===== src/rtl/display_scan_controller_pkg.sv =====
// rtl/display_scan_controller_pkg.sv - shared scan constants, state enum and digit helpers
package display_scan_controller_pkg;

   localparam int NUM_DIGITS  = 6;
   localparam int DWELL_TICKS = 8;
   localparam int BLANK_TICKS = 1;

   localparam int SEL_W = $clog2(NUM_DIGITS);
   localparam int CNT_W = $clog2(DWELL_TICKS);

   typedef enum logic [1:0] {
      ST_IDLE  = 2'd0,
      ST_BLANK = 2'd1,
      ST_ON    = 2'd2,
      ST_OFF   = 2'd3
   } scan_state_t;

   // Digit indices shared with bcd_segment_mux (left to right on the display)
   localparam logic [SEL_W-1:0] HOURS_MSD   = 3'd0;
   localparam logic [SEL_W-1:0] HOURS_LSD   = 3'd1;
   localparam logic [SEL_W-1:0] MINUTES_MSD = 3'd2;
   localparam logic [SEL_W-1:0] MINUTES_LSD = 3'd3;
   localparam logic [SEL_W-1:0] SECONDS_MSD = 3'd4;
   localparam logic [SEL_W-1:0] SECONDS_LSD = 3'd5;

   function automatic logic [NUM_DIGITS-1:0] digit_onehot(input logic [SEL_W-1:0] sel);
      digit_onehot = NUM_DIGITS'(1) << sel;
   endfunction

endpackage


===== src/rtl/display_scan_controller_scan_pwm_timer.sv =====
// rtl/display_scan_controller_scan_pwm_timer.sv - per-slot tick counter and brightness compare
module scan_pwm_timer
   import display_scan_controller_pkg::*;
(
   input  logic       clk,
   input  logic       reset,
   input  logic       clear,
   input  logic       tick,
   input  logic       load,
   input  logic [2:0] brightness,
   output logic       slot_end,
   output logic       blank_done,
   output logic       on_done
);

   logic [CNT_W-1:0] tick_cnt;
   logic [2:0]       bright_q;
   logic [CNT_W+1:0] on_last;

   // Count ticks within the slot; a load restarts the slot and captures brightness
   always_ff @(posedge clk) begin
      if (reset || clear) begin
         tick_cnt <= '0;
         bright_q <= '0;
      end else if (tick) begin
         if (load) begin
            tick_cnt <= '0;
            bright_q <= brightness;
         end else begin
            tick_cnt <= tick_cnt + CNT_W'(1);
         end
      end
   end

   // Last ON tick position; beyond the slot end it never matches, so ON runs to slot end
   assign on_last    = (CNT_W+2)'(BLANK_TICKS) + (CNT_W+2)'(bright_q);
   assign slot_end   = (tick_cnt == CNT_W'(DWELL_TICKS - 1));
   assign blank_done = (tick_cnt == CNT_W'(BLANK_TICKS - 1));
   assign on_done    = (on_last == (CNT_W+2)'(tick_cnt));

endmodule


===== src/rtl/display_scan_controller.sv =====
// rtl/display_scan_controller.sv - digit scan sequencer with blanking, PWM and blink masking
module display_scan_controller
   import display_scan_controller_pkg::*;
(
   input  logic                  clk,
   input  logic                  reset,
   input  logic                  en,
   input  logic                  refresh_tick,
   input  logic [2:0]            brightness,
   input  logic [NUM_DIGITS-1:0] blink_mask,
   input  logic                  blink_phase,
   output logic [SEL_W-1:0]      segment_select,
   output logic [NUM_DIGITS-1:0] digit_en,
   output logic                  frame_start
);

   scan_state_t           state, state_nx;
   logic [SEL_W-1:0]      sel_nx;
   logic [NUM_DIGITS-1:0] den_nx;
   logic                  fs_nx;
   logic                  slot_end, blank_done, on_done;
   logic                  load;

   // A new slot begins on the first tick out of IDLE or at every slot wrap
   assign load = (state == ST_IDLE) || slot_end;

   scan_pwm_timer u_timer (
      .clk        (clk),
      .reset      (reset),
      .clear      (!en),
      .tick       (refresh_tick),
      .load       (load),
      .brightness (brightness),
      .slot_end   (slot_end),
      .blank_done (blank_done),
      .on_done    (on_done)
   );

   // Next state, select and output values; select only moves on entry to BLANK
   always_comb begin
      state_nx = state;
      sel_nx   = segment_select;
      fs_nx    = 1'b0;
      den_nx   = '0;
      if (!en) begin
         state_nx = ST_IDLE;
         sel_nx   = HOURS_MSD;
      end else if (refresh_tick) begin
         if (state == ST_IDLE) begin
            state_nx = ST_BLANK;
            sel_nx   = HOURS_MSD;
            fs_nx    = 1'b1;
         end else if (slot_end) begin
            state_nx = ST_BLANK;
            if (segment_select == SEL_W'(NUM_DIGITS - 1)) begin
               sel_nx = HOURS_MSD;
               fs_nx  = 1'b1;
            end else begin
               sel_nx = segment_select + SEL_W'(1);
            end
         end else if (state == ST_BLANK && blank_done) begin
            state_nx = ST_ON;
         end else if (state == ST_ON && on_done) begin
            state_nx = ST_OFF;
         end
      end
      if (state_nx == ST_ON && !(blink_mask[sel_nx] && blink_phase)) begin
         den_nx = digit_onehot(sel_nx);
      end
   end

   // Register state and all outputs
   always_ff @(posedge clk) begin
      if (reset) begin
         state          <= ST_IDLE;
         segment_select <= HOURS_MSD;
         digit_en       <= '0;
         frame_start    <= 1'b0;
      end else begin
         state          <= state_nx;
         segment_select <= sel_nx;
         digit_en       <= den_nx;
         frame_start    <= fs_nx;
      end
   end

endmodule

===== config.mk =====
export PLATFORM = sky130hd
export DESIGN_NAME = display_scan_controller
export DESIGN_NICKNAME = d
export VERILOG_FILES = /design/src/rtl/display_scan_controller_pkg.sv /design/src/rtl/display_scan_controller_scan_pwm_timer.sv /design/src/rtl/display_scan_controller.sv
export SDC_FILE = /design/constraint.sdc
export NUM_CORES = 1
export LEC_CHECK = 0
export ABC_CLOCK_PERIOD_IN_PS = 3900
export BUFFER_PORTS_ARGS = -buffer_cell sky130_fd_sc_hd__buf_2
export CAP_MARGIN = 20
export CORE_MARGIN = 3
export CORE_UTILIZATION = 50
export DETAILED_ROUTE_END_ITERATION = 7
export PLACE_DENSITY_LB_ADDON = 0.2
export REMOVE_ABC_BUFFERS = 1
export SETUP_SLACK_MARGIN = 0.5
export SLEW_MARGIN = 40
export SYNTH_ARGS = -nofsm -noshare
export SYNTH_HDL_FRONTEND = slang
export SYNTH_HIERARCHICAL = 1
export SYNTH_SLANG_ARGS = --single-unit

===== constraint.sdc =====
create_clock -name clk -period 3.9 [get_ports clk]
set_clock_uncertainty 0.2 [all_clocks]
set_input_delay 0.78 -clock clk [delete_from_list [all_inputs] [get_ports clk]]
set_output_delay 0.78 -clock clk [all_outputs]
set_load 0.1 [all_outputs]

Word level (Yosys, flattened, before mapping)
Index checks and enable logic that the tools add are counted.
{ "op_classes": {"order_cmp": 1, "n_eq_ne": 6, "muxes": 17, "addsub": 3, "bitwise": 3, "shift": 1, "reduce_logical": 13} }
{ "ops": {"columns": ["cell", "n"], "rows": [
  ["$mux W3", 6],
  ["$mux W2", 6],
  ["$add A3 B1 Y3 const B", 2],
  ["$eq A3 B3 Y1 const B", 2],
  ["$shl A1 B3 Y6 const A", 1],
  ["$eq A5 B3 Y1", 1],
  ["$add A1 B3 Y4 const A", 1],
  ["$eq A2 B2 Y1 const B", 2],
  ["$logic_and A1 B1 Y1", 4],
  ["$lt A3 B4 Y1 const B", 1],
  ["$mux W1", 4],
  ["$bmux W1 S3", 1],
  ["$logic_not A3 Y1", 1],
  ["$not A1 Y1", 3],
  ["$reduce_or A3 Y1", 1],
  ["$eq A2 B1 Y1 const B", 1],
  ["$logic_not A1 Y1", 2],
  ["$logic_not A2 Y1", 1],
  ["$logic_or A1 B1 Y1", 2],
  ["$reduce_and A2 Y1", 1],
  ["$reduce_or A2 Y1", 1]
]} }
{ "word_totals": {"elab_cells": 50, "out_inout_bits": 10, "in_bits": 14, "regBits": 18} }

Depth between registers and ports, before layout
Gate-level depths: netlist (run 1).
{ "depth": {"ltp_word": 13, "ltp_mapped": 8, "depth_no_buf": 8} }

By module
Netlist (run 1), hierarchy kept.
{ "by_module_without_submodules": {"columns": ["mod", "seq_area_each_um2", "instances", "area_each_um2", "cells_per_inst"], "rows": [
  ["display_scan_controller", 240.2, 1, 599.3, 65],
  ["scan_pwm_timer", 120.1, 1, 351.6, 41]
]} }

Least setup slack after synthesis (run 1)
OpenSTA, ideal clock, no wires.
{ "synth_path": {"kind": "flip-flop to flip-flop", "start": "register segment_select[0]", "end": "register digit_en[4]", "path_stages_with_launch": 5, "setup_ns": 0.117, "required_time_ns": 3.583, "path_slack_ns": 1.765, "period_less_slack_ns": 2.135, "path_buffers": 0, "t_arrival_ns": 1.818, "cell_sequence": "dfxtp_1 -> nand2b_1 -> nor4_1 -> a21oi_2 -> and4bb_1"} }
{ "synth_between": {"elab_chain_len": 13, "word_cells_on_any_way": 15, "classes_between": "add/sub: 1; eq/ne: 1; shift: 1; mux: 7; bitwise: 1; reduce/logical: 4"} }
{ "synth_lines": {"columns": ["element", "line_no", "rtl"], "rows": [
  ["start: declaration", "display_scan_controller.sv:12", "output logic [SEL_W-1:0] segment_select,"],
  ["start signal: assignment", "display_scan_controller.sv:81", "segment_select <= sel_nx;"],
  ["$add A3 B1 Y3 / $eq A3 B3 Y1 (equally long branches)", "display_scan_controller.sv:59, display_scan_controller.sv:55", null],
  ["$mux W3", "display_scan_controller.sv:55", "if (segment_select == SEL_W'(NUM_DIGITS - 1)) begin"],
  ["$mux W3", "display_scan_controller.sv:53", "end else if (slot_end) begin"],
  ["$mux W3", "display_scan_controller.sv:49", "if (state == ST_IDLE) begin"],
  ["$mux W3 *", "display_scan_controller.sv:48", "end else if (refresh_tick) begin"],
  ["$mux W3 *", "display_scan_controller.sv:45", "if (!en) begin"],
  ["$bmux W1 S3", "display_scan_controller.sv:67", "if (state_nx == ST_ON && !(blink_mask[sel_nx] && blink_phase)) begin"],
  ["$mux W1 (implied by the code)", "display_scan_controller.sv:67", null],
  ["$logic_and A1 B1 Y1", "display_scan_controller.sv:67", null],
  ["$logic_not A1 Y1", "display_scan_controller.sv:67", null],
  ["$logic_and A1 B1 Y1", "display_scan_controller.sv:67", null],
  ["$not A1 Y1 (no line)", null, null],
  ["$reduce_or A2 Y1 (no line)", null, null],
  ["end signal: assignment", "display_scan_controller.sv:82", "digit_en <= den_nx;"],
  ["end: declaration", "display_scan_controller.sv:13", "output logic [NUM_DIGITS-1:0] digit_en,"]
]} }
Every way passes the cells marked *; elsewhere a longest branch is shown, timed or not. The select of a mux whose other input is x is not followed.
A chain may end at the register's enable or synchronous reset.

Worst setup path in the final report (run 1)
{ "layout_path": {"start": "register segment_select[0]", "end": "output port segment_select[0]"} }
No word-level cell between the ends.

==> reports/metrics.csv, run 1 <==
stage;metric;value;unit
clock_network;numClockSinks;18;
pwr;ir_drop;0.197;mV
routing;totalWireLength;1.88;mm
sta;rsz0062_at_grt;false;
routing;vias;843;
pwr;p_int;257;µW
routing;antenna_left;0;
die;die_w;49.6;µm
setup_path;path_buf_inv;1;
global_routing;antenna_found_initial;0;
cells_and_area;fillers;164;
synthesis;ys_seq_area_frac;0.379;
sta;period_share;0.557;
cells_and_area;drive_gt1_frac;0.297;
pwr;swShare;0.246;
pwr;p_seq_frac;0.555;
synthesis;yosys_warnings;6;
placed_design;dp.cells;149;
synthesis;synth.distinct_cells;39;
die;rows;15;
pwr;leakage;0.472;nW
setup_path;worstSetupEndpointType;output pin;
die;start_util;0.539;
setup_path;cpPeakStageDelay;0.46;ns
global_routing;grt_pass1_wl;3.17;mm
routing;drt-initial-drc-count;11;
placed_design;dpl_cell_area;1060;µm²
clock_network;cts_tree;built;
setup_path;startpoint_type;register;
clock_network;cts_hold_buf;0;
placed_design;io_buffers;23;
cells_and_area;layout.nets;147;
clock_network;numCtsBuffers;3;
sta;fmax;0.460;GHz
die;dieArea;2460;µm²
outcome;outcome;completed;
sta;setup_tns;0;ns
global_routing;grt_use_met1;0.206;
run;max-cap-violations;0;
clock_network;cts_resized;0;
clock_network;worstSkewPairLatency;0.29;ns
sta;slew_viol_final;0;
synthesis;synth-seq-cells;18;
routing;drt-wirelength-per-cell;12.3;µm
sta;setup_violations;0;
clock_network;root_buffer;clkbuf_4;
setup_path;crit_family;buffers and inverters;
setup_path;crit_arrival;1.19;ns
cells_and_area;area_delta_synth_final;15.5;%
sta;slew_headroom;0.558;
setup_path;cp.required;2.92;ns
worst_hold_path;hp-class;register to register;
synthesis;syn_inst;106;
global_routing;grt_pass1_vias;734;
setup_path;path_class;register to output pin;
synthesis;synth.avg_cell_area;8.97;µm²
global_routing;grt_start_max_net_pins;20;
pwr;p_per_area;310;nW/µm²
global_routing;gr-usage-all-layers;0.166;
routing;viasPerCell;5.51;
setup_path;cp_max_fo;5;
cells_and_area;final_common_cell;buf_2;
cells_and_area;finalNonFillerCells;153;
routing;drtPass1Iterations;6;
global_routing;use_met2;0.269;
pwr;p_sw;83.8;µW
clock_network;clockBufferDepth;2;
global_routing;grt_util_met3;0.0363;
global_routing;grt_overflow_total;0;
pwr;power.share.combinational;0.104;
setup_path;cpMaxStageDelayCell;buf_2;
sta;hold_viol;0;
global_routing;gr-max-usage-layer;met2;
sta;period_needed;2.17;ns
setup_path;crit_chain;buf_2;
clock_network;post-cts-setup-buffers;0;
cells_and_area;antennaDiodeCount;0;
clock_network;clk_pin_slew;0.11;ns
die;die_h;49.6;µm
sta;worstMarginPinSlew;0.657;ns
cells_and_area;final_area;1100;µm²
die;core;1760;µm²
clock_network;htreeDepth;1;
cells_and_area;mostFrequentLayoutCells;buf_2, dfxtp_1, nand2_1, a21oi_1, nor2_1;
routing;route.detailed.drc;0;
placed_design;place_congestion;0.855;
die;io_pins;24;
pwr;clkPwrFrac;0.340;
placed_design;hpwl;1.46;mm
synthesis;syn_area;951;µm²
-- registers in the layout (all words and copies together) (netlist names) --
name / count
frame_start: 1
u_timer/tick_cnt: 3
segment_select: 3
u_timer/bright_q: 3
state: 2
digit_en: 6
-- final cells by class --
| cell class | instances | area [µm²] | share of cell area |
|---|---|---|---|
| clock buffer | 4 | 36.3 | 0.0330 |
| inverter | 6 | 22.5 | 0.0205 |
| multi-input combinational | 77 | 533 | 0.485 |
| sequential | 18 | 360 | 0.328 |
| tap | 25 | 31.3 | 0.0285 |
| timing repair buffer | 23 | 115 | 0.105 |
-- Yosys cell counts --
| cell type | number | area (µm²) |
|---|---|---|
| mux2i_1 | 2 | 20.0 |
| buf_2 | 1 | 5.00 |
| and4bb_1 | 1 | 12.5 |
| or2_0 | 1 | 6.26 |
| a21oi_2 | 1 | 8.76 |
| and4b_1 | 1 | 10.0 |
| nand2_1 | 11 | 41.3 |
| buf_4 | 2 | 15.0 |
| inv_1 | 6 | 22.5 |
| a2bb2oi_1 | 1 | 8.76 |
| nor2b_1 | 3 | 18.8 |
| a41oi_1 | 1 | 8.76 |
| and2b_2 | 1 | 8.76 |
| nor2_1 | 10 | 37.5 |
| ha_1 | 4 | 50.1 |
| nand3_1 | 5 | 25.0 |
| nand2_2 | 1 | 6.26 |
| o211ai_1 | 1 | 7.51 |
| o221ai_2 | 1 | 15.0 |
| a21oi_1 | 11 | 55.1 |
| buf_6 | 1 | 11.3 |
| nor3_2 | 1 | 10.0 |
| a32o_2 | 1 | 11.3 |
| dfxtp_1 | 18 | 360 |
| clkbuf_1 | 1 | 3.75 |
| nor4_2 | 1 | 12.5 |
| nor4_1 | 1 | 6.26 |
| a211oi_1 | 1 | 7.51 |
| nor3_1 | 2 | 10.0 |
| a31oi_1 | 1 | 6.26 |
| nand2b_1 | 2 | 12.5 |
| nor4b_2 | 3 | 45.0 |
| a211o_1 | 1 | 8.76 |
| o2bb2ai_2 | 1 | 15.0 |
| a221oi_1 | 1 | 8.76 |
| o21ai_0 | 1 | 5.00 |
| xor2_1 | 1 | 8.76 |
| nor3b_1 | 1 | 7.51 |
| xnor2_1 | 2 | 17.5 |
-- power groups by stage --
stage	clock network (mW)	logic [mW]	registers, mW
detailed placement	0	0.0356	0.193
global route	0.129	0.0393	0.190
global placement	0	0.0346	0.193
floorplan	0	0.0173	0.197
CTS	0.119	0.0358	0.189
finish	0.116	0.0355	0.189
-- cell families after synthesis --
group	Yosys count	share of synthesized area
simple gates	45	0.284
compound gates	23	0.175
flops	18	0.379
buf+inv	11	0.0605
fa+ha+maj	4	0.0526
xor+xnor	3	0.0276
mux	2	0.0211
-- path summary, 6_finish.rpt --
path                                          start                   to  slack (ns)  cells after the start
worst min-delay path            u_timer/bright_q[1]  u_timer/bright_q[1]        0.29                      2
worst min register to register  u_timer/bright_q[1]  u_timer/bright_q[1]        0.29                      2
worst max-delay path              segment_select[0]    segment_select[0]        1.73                      1
worst max register to register  u_timer/bright_q[0]          digit_en[5]        1.83                      7
-- routing by layer --
layer / part of all wire / vias to the layer above
met5: 0 / -
met4: 0.018 / 0
met3: 0.050 / 4
met2: 0.47 / 26
met1: 0.46 / 387
li1: - / 426
-- per-stage QoR --
| step | hold WS [ns] | setup slack (ns) | util | power, mW |
|---|---|---|---|---|
| 2_1_floorplan | 0.253 | 1.76 | - | 0.214 |
| 3_3_place_gp | 0.263 | 1.70 | 0.602 | 0.228 |
| 3_5_place_dp | 0.273 | 1.67 | 0.602 | 0.229 |
| 4_1_cts | 0.288 | 1.72 | 0.623 | 0.344 |
| 5_1_grt | 0.324 | 1.64 | 0.623 | 0.358 |
| 6_report | 0.291 | 1.73 | 0.623 | 0.340 |
Power figures use the tool's default switching activity.
==> run 2: changes to the inputs <==
ABC_AREA = 1   (was default)
ABC_CLOCK_PERIOD_IN_PS = 2100   (was 3900)
clock period = 2.1 ns   (was 3.9 ns; I/O delays follow)
==> reports/metrics.csv, run 2 <==
stage;metric;value;unit
setup_path;path_class;register to register;
placed_design;dpl_cell_area;1130;µm²
synthesis;async_reset_ff_frac;0;
setup_path;crit_arrival;1.94;ns
cells_and_area;final_common_cell;nand2_1;
cells_and_area;largest_reg_flops;6;
synthesis;synth.top_cell.area_share;0.370;
pwr;leakage;0.651;nW
clock_network;worstSkewPairLatency;0.30;ns
synthesis;yosys_warnings;6;
setup_path;cp_max_fo;7;
worst_hold_path;holdPathEnd;segment_select[1];
cells_and_area;final_area;1410;µm²
routing;route.detailed.drc;0;
cells_and_area;finalNonFillerCells;204;
clock_network;numCtsBuffers;3;
worst_hold_path;hp-class;input port to register;
pwr;p_per_area;466;nW/µm²
clock_network;cts_hold_buf;0;
die;core;1780;µm²
synthesis;synth_edf_count;0;
clock_network;htreeDepth;1;
routing;drtPass1Iterations;4;
global_routing;grt_overflow_total;0;
placed_design;place_congestion;0.951;
synthesis;synth-seq-cells;18;
setup_path;reg2reg_to;digit_en[3];
synthesis;synth_top_flop_cell;dfxtp_1;
run;max-cap-violations;0;
pwr;ir_drop;0.371;mV
routing;drt-initial-drc-count;44;
sta;hold_viol;0;
global_routing;grt_pass1_wl;4.17;mm
global_routing;grt_pass1_vias;963;
synthesis;yosysTopAreaCell;dfxtp_1;
placed_design;hpwl;1.59;mm
setup_path;r2r_start;u_timer/tick_cnt[0];
die;die_w;50.2;µm
outcome;outcome;completed;
cells_and_area;top_register;digit_en;
sta;rsz0062_at_grt;true;
sta;setup_tns;0;ns
die;die_h;50.2;µm
die;dieArea;2520;µm²
clock_network;clockBufferDepth;2;
routing;viasPerCell;5.23;
placed_design;io_buffers;23;
routing;drt-wirelength-per-cell;13.3;µm
worst_hold_path;worstHoldStart;reset;
routing;vias;1066;
setup_path;cp.required;2.14;ns
synthesis;synthTopCellsByArea;dfxtp_1, nand2_1, inv_1;
clock_network;cts_tree;built;
synthesis;ys_seq_area_frac;0.370;
pwr;p_total;657;µW
setup_path;worstSetupEndpointType;register;
global_routing;grt_start_max_net_pins;13;
setup_path;reg2reg_slack;0.20;ns
setup_path;cp_common_cell;nand2_1;
sta;worstMarginPinSlew;0.376;ns
synthesis;syn_inst;139;
synthesis;syn_area;975;µm²
cells_and_area;mostFrequentLayoutCells;nand2_1, buf_4, inv_1;
cells_and_area;utilization;0.791;
cells_and_area;antennaDiodeCount;0;
setup_path;reg2reg_depth;13;
setup_path;crit_chain;ha_4, ha_4, nand2_2, nand2_2, nand4_4, nand2_1, o21ai_2, nand2_1, nand2_1, nand2_1, nand2_2, nand4_1, nor2_1;
setup_path;cpMaxStageDelayCell;dfxtp_4;
cells_and_area;drive_gt1_frac;0.458;
routing;totalWireLength;2.72;mm
routing;antenna_left;0;
clock_network;numClockSinks;18;
die;rows;15;
clock_network;clk_pin_slew;0.11;ns
sta;timing.hold.ws;0.165;ns
cells_and_area;area_delta_synth_final;44.7;%
worst_hold_path;holdPathStages;2;
die;start_util;0.547;
sta;period_share;0.904;
sta;fmax;0.527;GHz
sta;period_needed;1.90;ns
setup_path;worstSetupStartpoint;u_timer/tick_cnt[0];
clock_network;root_buffer;clkbuf_4;
placed_design;post-place-ws;0.00711;ns
synthesis;synth.distinct_cells;24;
synthesis;synthTopCellsByCount;nand2_1, inv_1, dfxtp_1;
sta;slew_headroom;0.749;
global_routing;gr-usage-all-layers;0.217;
sta;setup_ws;0.201;ns
placed_design;dp.cells;189;
setup_path;startpoint_type;register;
synthesis;yosysMostFrequentCell;nand2_1;
cells_and_area;layout.nets;198;
global_routing;antenna_found_initial;0;
die;io_pins;24;
setup_path;cpPeakStageDelay;0.37;ns
sta;setup_violations;0;
synthesis;synth.avg_cell_area;7.01;µm²
sta;slew_viol_final;0;
run 2: cell types whose count changed in the layout (fill, tap and decap cells not counted), sizes merged, moves of 6 or more:
cell	delta
buf	+14
nand2	+26
inv	+17
nand3	+7
nand4	+6
nor2	+7
run 2: logic make-up (layout without fill, tap and decap cells):
family	count (synthesis)	after routing	synth area share
AOI/OAI and AO/OA	15	15	0.105
adders and majority gates	4	4	0.0513
xor gates and xnor gates	1	1	0.00899
buffers and inverters	24	64	0.100
and+or+nand+nor	77	77	0.365
DFF	18	18	0.370
run 2: repair_timing:
item	4_1_cts	5_1_grt
setup buffers	9	2
gates resized for setup	38	16
pin swaps	13	13
setup endpoints to repair	22	10
run 2: critical path: cells and delay by family, from the launching register on:
kind | cells | cell delay, ns
flops | 1 | 0.37
simple gates | 10 | 0.85
fa+ha+maj | 2 | 0.34
compound gates | 1 | 0.07
run 2: layout make-up:
| type | count | area (µm²) |
|---|---|---|
| Inverter | 23 | 91.3 |
| Fill cell | 108 | 373 |
| Tap cell | 25 | 31.3 |
| Timing Repair Buffer | 37 | 268 |
| Sequential cell | 18 | 370 |
| Clock buffer | 4 | 36.3 |
| Multi-Input combinational cell | 97 | 613 |
run 2: layer usage:
metal | part of all wire | track usage
met5 | 0 | 0
met4 | 0.050 | 0.106
met3 | 0.061 | 0.0415
met2 | 0.48 | 0.365
met1 | 0.41 | 0.261
run 2: report_power, final:
| part | total, mW | switching, mW | internal, mW |
|---|---|---|---|
| logic | 0.0892 | 0.0575 | 0.0317 |
| registers | 0.349 | 0.00389 | 0.345 |
| clock network | 0.219 | 0.113 | 0.106 |
run 2: worst max-delay path by stage:
stage / endpoint / slack (ns) / cells past startpoint
after global routing: digit_en[3] / 0.07 / 13
after global placement: digit_en[3] / 0.1 / 13
final: digit_en[3] / 0.20 / 13
after CTS: digit_en[3] / 0.22 / 12
after floorplan: digit_en[3] / -0.17 / 9
after detailed placement: digit_en[3] / 0.007 / 11
